<file path="config.mk">
export PLATFORM = sky130hd
export DESIGN_NAME = data_hold_fifo
export DESIGN_NICKNAME = d
export VERILOG_FILES = /design/src/rtl/serdes_pkg.sv /design/src/rtl/hold_ram.sv /design/src/rtl/data_hold_fifo.sv
export SDC_FILE = /design/constraint.sdc
export NUM_CORES = 1
export LEC_CHECK = 0
export CELL_PAD_IN_SITES_DETAIL_PLACEMENT = 0
export CELL_PAD_IN_SITES_GLOBAL_PLACEMENT = 1
export CORE_ASPECT_RATIO = 1.4
export CORE_MARGIN = 5
export CORE_UTILIZATION = 35
export CTS_CLUSTER_SIZE = 25
export DETAILED_ROUTE_END_ITERATION = 12
export PLACE_DENSITY = 0.69
export SLEW_MARGIN = 20
export SYNTH_ARGS = -nofsm -noshare
export SYNTH_HDL_FRONTEND = slang
export SYNTH_SLANG_ARGS = --single-unit
</file>
<file path="constraint.sdc">
create_clock -name clk -period 4.5 [get_ports clk]
set_clock_uncertainty 0.05 [all_clocks]
set_input_delay 0.9 -clock clk [delete_from_list [all_inputs] [get_ports clk]]
set_output_delay 0.9 -clock clk [all_outputs]
set_load 0.02 [all_outputs]
</file>
<file path="src/rtl/serdes_pkg.sv">
// rtl/serdes_pkg.sv - shared defaults and elaboration helpers for the hold FIFO
package serdes_pkg;

   localparam int SERDES_DATA_W = 8;
   localparam int SERDES_DEPTH  = 4;

   function automatic bit is_pow2(input int n);
      return (n > 0) && ((n & (n - 1)) == 0);
   endfunction

endpackage

</file>
<file path="src/rtl/hold_ram.sv">
// rtl/hold_ram.sv - DATA_W x DEPTH storage, one write port, asynchronous read, no reset
module hold_ram #(
   parameter int DATA_W = 8,
   parameter int DEPTH  = 4
) (
   input  logic                     clk,
   input  logic                     we,
   input  logic [$clog2(DEPTH)-1:0] waddr,
   input  logic [DATA_W-1:0]        wdata,
   input  logic [$clog2(DEPTH)-1:0] raddr,
   output logic [DATA_W-1:0]        rdata
);

   logic [DATA_W-1:0] mem_q [DEPTH];

   always_ff @(posedge clk) begin
      if (we) begin
         mem_q[waddr] <= wdata;
      end
   end

   assign rdata = mem_q[raddr];

endmodule

</file>
<file path="src/rtl/data_hold_fifo.sv">
// rtl/data_hold_fifo.sv - first-word-fall-through FIFO that holds the last popped word
// when empty, with sticky overflow on dropped writes and a synchronous flush.
module data_hold_fifo
   import serdes_pkg::*;
#(
   parameter int DATA_W = SERDES_DATA_W,
   parameter int DEPTH  = SERDES_DEPTH
) (
   input  logic                       clk,
   input  logic                       rst_n,
   input  logic [DATA_W-1:0]          data_in,
   input  logic                       data_en,
   output logic                       in_ready,
   output logic [DATA_W-1:0]          data_out,
   output logic                       out_valid,
   input  logic                       out_ready,
   input  logic                       flush,
   output logic [$clog2(DEPTH+1)-1:0] level,
   output logic                       overflow
);

   localparam int AW = $clog2(DEPTH);
   localparam int LW = $clog2(DEPTH + 1);
   localparam logic [LW-1:0] FULL_LVL = LW'(DEPTH);

   if (!is_pow2(DEPTH) || DEPTH < 2 || DEPTH > 64) begin : g_bad_depth
      $error("data_hold_fifo: DEPTH must be a power of two in 2..64");
   end
   if (DATA_W < 1 || DATA_W > 64) begin : g_bad_width
      $error("data_hold_fifo: DATA_W must be in 1..64");
   end

   logic [AW-1:0]     wr_ptr_q, wr_ptr_d, rd_ptr_q, rd_ptr_d;
   logic [LW-1:0]     level_q, level_d;
   logic              overflow_q, overflow_d;
   logic [DATA_W-1:0] hold_q, hold_d;
   logic [DATA_W-1:0] head_word;
   logic              push, pop, drop;

   always_comb begin
      in_ready   = (level_q != FULL_LVL);
      out_valid  = (level_q != '0);
      push       = data_en & in_ready;
      drop       = data_en & ~in_ready;
      pop        = out_valid & out_ready;
      wr_ptr_d   = wr_ptr_q;
      rd_ptr_d   = rd_ptr_q;
      level_d    = level_q;
      overflow_d = overflow_q;
      hold_d     = hold_q;

      if (push) wr_ptr_d = wr_ptr_q + 1'b1;
      // The popped head is captured so data_out can keep showing it once empty.
      if (pop) begin
         rd_ptr_d = rd_ptr_q + 1'b1;
         hold_d   = head_word;
      end
      if (push && !pop)      level_d = level_q + 1'b1;
      else if (pop && !push) level_d = level_q - 1'b1;
      if (drop) overflow_d = 1'b1;

      if (flush) begin
         wr_ptr_d   = '0;
         rd_ptr_d   = '0;
         level_d    = '0;
         overflow_d = 1'b0;
         hold_d     = '0;
      end
   end

   always_ff @(posedge clk or negedge rst_n) begin
      if (!rst_n) begin
         wr_ptr_q   <= '0;
         rd_ptr_q   <= '0;
         level_q    <= '0;
         overflow_q <= 1'b0;
         hold_q     <= '0;
      end else begin
         wr_ptr_q   <= wr_ptr_d;
         rd_ptr_q   <= rd_ptr_d;
         level_q    <= level_d;
         overflow_q <= overflow_d;
         hold_q     <= hold_d;
      end
   end

   hold_ram #(
      .DATA_W (DATA_W),
      .DEPTH  (DEPTH)
   ) u_ram (
      .clk   (clk),
      .we    (push & ~flush),
      .waddr (wr_ptr_q),
      .wdata (data_in),
      .raddr (rd_ptr_q),
      .rdata (head_word)
   );

   assign data_out = out_valid ? head_word : hold_q;
   assign level    = level_q;
   assign overflow = overflow_q;

endmodule

</file>
# Word level (Yosys, flattened, before mapping)

Memories as Yosys holds them, arrays and structs flattened.
Index checks and enable logic that the tools add are counted.

Flip-flop bits (word level): 16
Bits in writable memories: 32
Output and inout bits: 14
Logic and storage cells: 40
Memories kept: 1

Memory list:

| name        | depth | bits a word | read ports | clocked after memory_dff | wr ports | line           | RTL |
|---|---|---|---|---|---|---|---|
| u_ram.mem_q | 4     | 8           | 1          | 0                        | 1        | hold_ram.sv:14 | `logic [DATA_W-1:0] mem_q [DEPTH];` |

Add/subtract/negate cells: 4
Equal/unequal tests: 1
Mux-type cells: 14
Bitwise gates (word level): 6
Reductions and logical operators: 9

Operator list:

| operator              | number |
|---|---|
| $mux W8               | 3 |
| $mux W3               | 3 |
| $mux W2               | 4 |
| $reduce_bool A2 Y1    | 3 |
| $reduce_bool A3 Y1    | 2 |
| $add A2 B1 Y2 const B | 2 |
| $and A1 B1 Y1         | 4 |
| $mux W1               | 4 |
| $add A3 B1 Y3 const B | 1 |
| $ne A3 B3 Y1 const B  | 1 |
| $sub A3 B1 Y3 const B | 1 |
| $logic_and A1 B1 Y1   | 2 |
| $logic_not A1 Y1      | 2 |
| $not A1 Y1            | 2 |

# Longest topological paths before layout

Word-level depth: 7
Depth in mapped cells: 9

# Modules after synthesis

Synthesis repeated with hierarchy kept, for this count alone.

Cells, all modules: 139
Area total of the unflattened synthesis: 2185.8 um2

Modules (own cells, without submodules):

| module         | instances | cells each | area an instance (um2) |
|---|---|---|---|
| hold_ram       | 1         | 46         | 1188.6 |
| data_hold_fifo | 1         | 93         | 997.2 |

# Worst setup path after synthesis

Ideal clock, no wire load.

Kind: input to register
From: input port data_en
To: register level_q[1] (netlist: level[1])
Arrival: 2.323 ns
Data required time: 4.346 ns
Slack: 2.024 ns
Cell stages on the path: 7
Buffers on the path: 1
Cell sequence: buf_2 > nand2_2 > a21oi_1 > fa_1 > a311oi_1 > o21ai_0 > a221oi_1

Cells in the longest elaborated chain, start to end: 4
Elaborated cells between the ends (all ways): 7

Ends and longest elaborated chain:

| what                                                    | line                                       | RTL |
|---|---|---|
| start, declared                                         | data_hold_fifo.sv:12                       | `input logic data_en,` |
| $and A1 B1 Y1 (*)                                       | data_hold_fifo.sv:43                       | `push = data_en & in_ready;` |
| $logic_and A1 B1 Y1 or $logic_not A1 Y1 (tied branches) | data_hold_fifo.sv:58, data_hold_fifo.sv:59 |  |
| $mux W3 or $logic_and A1 B1 Y1 (tied branches)          | data_hold_fifo.sv:58, data_hold_fifo.sv:59 |  |
| $mux W3 or $reduce_bool A3 Y1 (tied branches)           | -                                          |  |
| end signal, assigned                                    | data_hold_fifo.sv:81                       | `level_q <= level_d;` |
| end, declared                                           | data_hold_fifo.sv:34                       | `logic [LW-1:0] level_q, level_d;` |

Mark *: on every way between the ends. The rest lies on a longest branch, timed or not.
A chain may end at the register's enable or synchronous reset.

# Final worst setup path

From: register rd_ptr_q[0]
To: output port data_out[2]

Cells in the longest elaborated chain, start to end: 2

Ends and longest elaborated chain:

| what                   | line                 | RTL |
|---|---|---|
| start, declared        | data_hold_fifo.sv:33 | `logic [AW-1:0] wr_ptr_q, wr_ptr_d, rd_ptr_q, rd_ptr_d;` |
| start signal, assigned | data_hold_fifo.sv:80 | `rd_ptr_q <= rd_ptr_d;` |
| $mem_v2 Z4 W8          | -                    |  |
| $mux W8                | data_hold_fifo.sv:99 | `assign data_out = out_valid ? head_word : hold_q;` |
| end, declared          | data_hold_fifo.sv:14 | `output logic [DATA_W-1:0] data_out,` |

No other way between the ends.

==> flow_metrics.py <==
metrics = {
    "floorplan": {
        "fp.coreArea_um2": 6170,
        "io_pins": 27,
        "fp.dieW_um": 77.1,
        "fp-row-count": 34,
        "start_util": 0.358,
        "die_h_um": 104,
        "die-area_um2": 8010,
    },
    "sta": {
        "slew_headroom": 0.483,
        "drv_slew": 0,
        "worstMarginPinSlew_ns": 0.773,
        "final_hold_viol_count": 0,
        "whs_ns": 0.477,
        "setup_slack_ns": 1.10,
        "layout_min_cycle_time_ns": 3.40,
        "finalSetupViolations": 0,
        "max_freq_mhz": 294,
        "setup_tns_ns": 0,
        "fin_crit_sh": 0.755,
        "rsz0062_at_grt": "false",
    },
    "pwr": {
        "power_density_nw_per_um2": 575,
        "p_leak_nw": 0.944,
        "pwr-share-comb": 0.399,
        "p_clk_frac": 0.212,
        "totalPowerFinal_mw": 1.50,
        "internal_power_mw": 1.00,
        "pwr-share-seq": 0.389,
        "p_sw_frac": 0.332,
        "peakVddDrop_mv": 0.187,
        "switching_power_mw": 0.498,
    },
    "critical_path": {
        "start_kind": "flip-flop",
        "critPathArrivalTime_ns": 2.45,
        "critPathKind": "reg2out",
        "crit_fanout": 10,
        "cp.required_ns": 3.55,
        "end_kind": "output port",
    },
    "routing": {
        "vias": 1278,
        "dr_wl_met2_mm": 2.19,
        "top_layer": "met4",
        "drt-wirelength-per-cell_um": 16.4,
        "ant_nets": 0,
        "drtIter0Drc": 40,
        "finalWirelength_mm": 4.07,
        "dr.pass1.iters": 4,
        "wl_met1_mm": 1.66,
        "vias_per_cell": 5.15,
        "drc": 0,
        "route.met3.wl_um": 162,
    },
    "clock_network": {
        "cts_setup_buffers": 0,
        "cts_tree": "built",
        "cts.sinks": 48,
        "clockBufferDepth": 2,
        "clk_latency_ns": 0.30,
        "cts_buffers": 5,
        "cts_max_level": 2,
        "clk_pin_slew_ns": 0.10,
        "cts.hold.buffers_added": 0,
        "cts-root-buf": "clkbuf_8",
        "cts-resized-gates": 0,
    },
    "synth": {
        "ys_seq_area_frac": 0.617,
        "ys_top_cells_by_area": "edfxtp_1 (44%), dfrtp_1 (18%), mux4_2 (8.2%)",
        "ys_ff_latch": 48,
        "synthesis.instances": 151,
        "postSynth.asyncResetShare": 0.333,
        "synth.distinct_cells": 33,
        "synth-edff-count": 32,
        "syn_area_um2": 2210,
        "synthesis.nets": 169,
        "yosysTopAreaCell": "edfxtp_1",
        "ys.warnings.count": 0,
        "ys.flop_type": "edfxtp_1",
        "synth_top_cell_area_share": 0.436,
        "syn_avg_cell_area_um2": 14.6,
    },
    "placement": {
        "place_congestion": 0.701,
        "post-place-ws_ns": 1.14,
        "dpl.hpwl_mm": 2.98,
        "numPortBuffers": 26,
    },
    "global_routing": {
        "grt_usage": 0.108,
        "grt_pass1_wl_mm": 6.93,
        "grt_pass1_vias": 1385,
        "overflow": 0,
        "antenna_found_initial": 0,
        "grt_max_degree": 19,
    },
    "hold_path": {
        "min_path_type": "reg2reg",
    },
    "status": {
        "status": "complete, no violations",
    },
    "finish": {
        "nets": 193,
        "drive_above_1_share": 0.159,
        "final_common_cell": "edfxtp_1",
        "mostFrequentLayoutCells": "edfxtp_1 (32), clkdlybuf4s50_1 (26), nand2_1 (19)",
        "fin_util": 0.423,
        "syn2layout_area_growth_pct": 18.2,
        "antenna_cells": 0,
    },
    "job": {
        "max_cap_violations": 0,
    },
}
## per-layer routing
layer / track usage / up-vias
met5: 0 / -
met4: 0.0430 / 0
met3: 0.0208 / 4
met2: 0.190 / 27
li1: - / 593
met1: 0.127 / 654
## worst paths after layout
path,startpoint,to,slack [ns],cells past startpoint
max,rd_ptr_q[0],data_out[2],1.10,3
min reg2reg,hold_q[0],hold_q[0],0.48,2
max reg2reg,level[2],level[1],1.86,7
min,hold_q[0],hold_q[0],0.48,2
max in group asynchronous,rst_n,hold_q[2],2.92,1
min in group asynchronous,rst_n,level[0],1.00,1
## registers in the layout, summed over array words and instances (netlist names)
name and count:
u_ram.mem_q 32, hold_q 8, level 3, rd_ptr_q 2, wr_ptr_q 2, overflow 1
## per-stage QoR
step | cell area (µm²) | instances
4_1_cts | 2610 | 248
3_5_place_dp | 2490 | 240
5_1_grt | 2610 | 248
3_3_place_gp | 2490 | 240
2_1_floorplan | 2210 | 151
6_report | 2610 | 248
## power by group through the flow
stage               Clock, mW  Combinational (mW)  Sequential, mW
finish                  0.318               0.598           0.583
global route            0.339               0.647           0.596
CTS                     0.325               0.609           0.585
detailed placement          0               0.609           0.595
global placement            0               0.593           0.592
floorplan                   0               0.448           0.569
## synth_stat cells, types with 3 or more instances
cell type   n
mux2_4      8
xnor2_1     3
dfrtp_1    16
buf_6       3
edfxtp_1   32
and2_1      4
buf_2       3
nand2_1    19
mux4_2      8
inv_1       6
ha_1        4
a21oi_1    11
nor2_1      7
o21ai_0     3
## kinds of logic (layout without fill, tap and decap cells)
group / count (synthesis) / in the layout / synth area share
AOI/OAI and AO/OA: 23 / 23 / 0.0647
xor gates and xnor gates: 5 / 5 / 0.0199
adders and majority gates: 5 / 5 / 0.0318
buffers and inverters: 15 / 40 / 0.0391
DFF: 48 / 48 / 0.617
muxes: 18 / 18 / 0.145
and+or+nand+nor: 37 / 37 / 0.0822
## critical path, cell delays in order (launching register included)
cell	delay (ns)
dfrtp_1	0.72
mux4_2	0.62
mux2_4	0.27
clkdlybuf4s50_1	0.53
## layout make-up
type                            count  area (µm²)
Multi-Input combinational cell     88         758
Clock inverter                      3        46.3
Tap cell                           72        90.1
Fill cell                         560        3560
Inverter                            6        22.5
Sequential cell                    48        1360
Timing Repair Buffer               26         260
Clock buffer                        5        68.8
No activity file was read; power rests on OpenSTA's default activity.
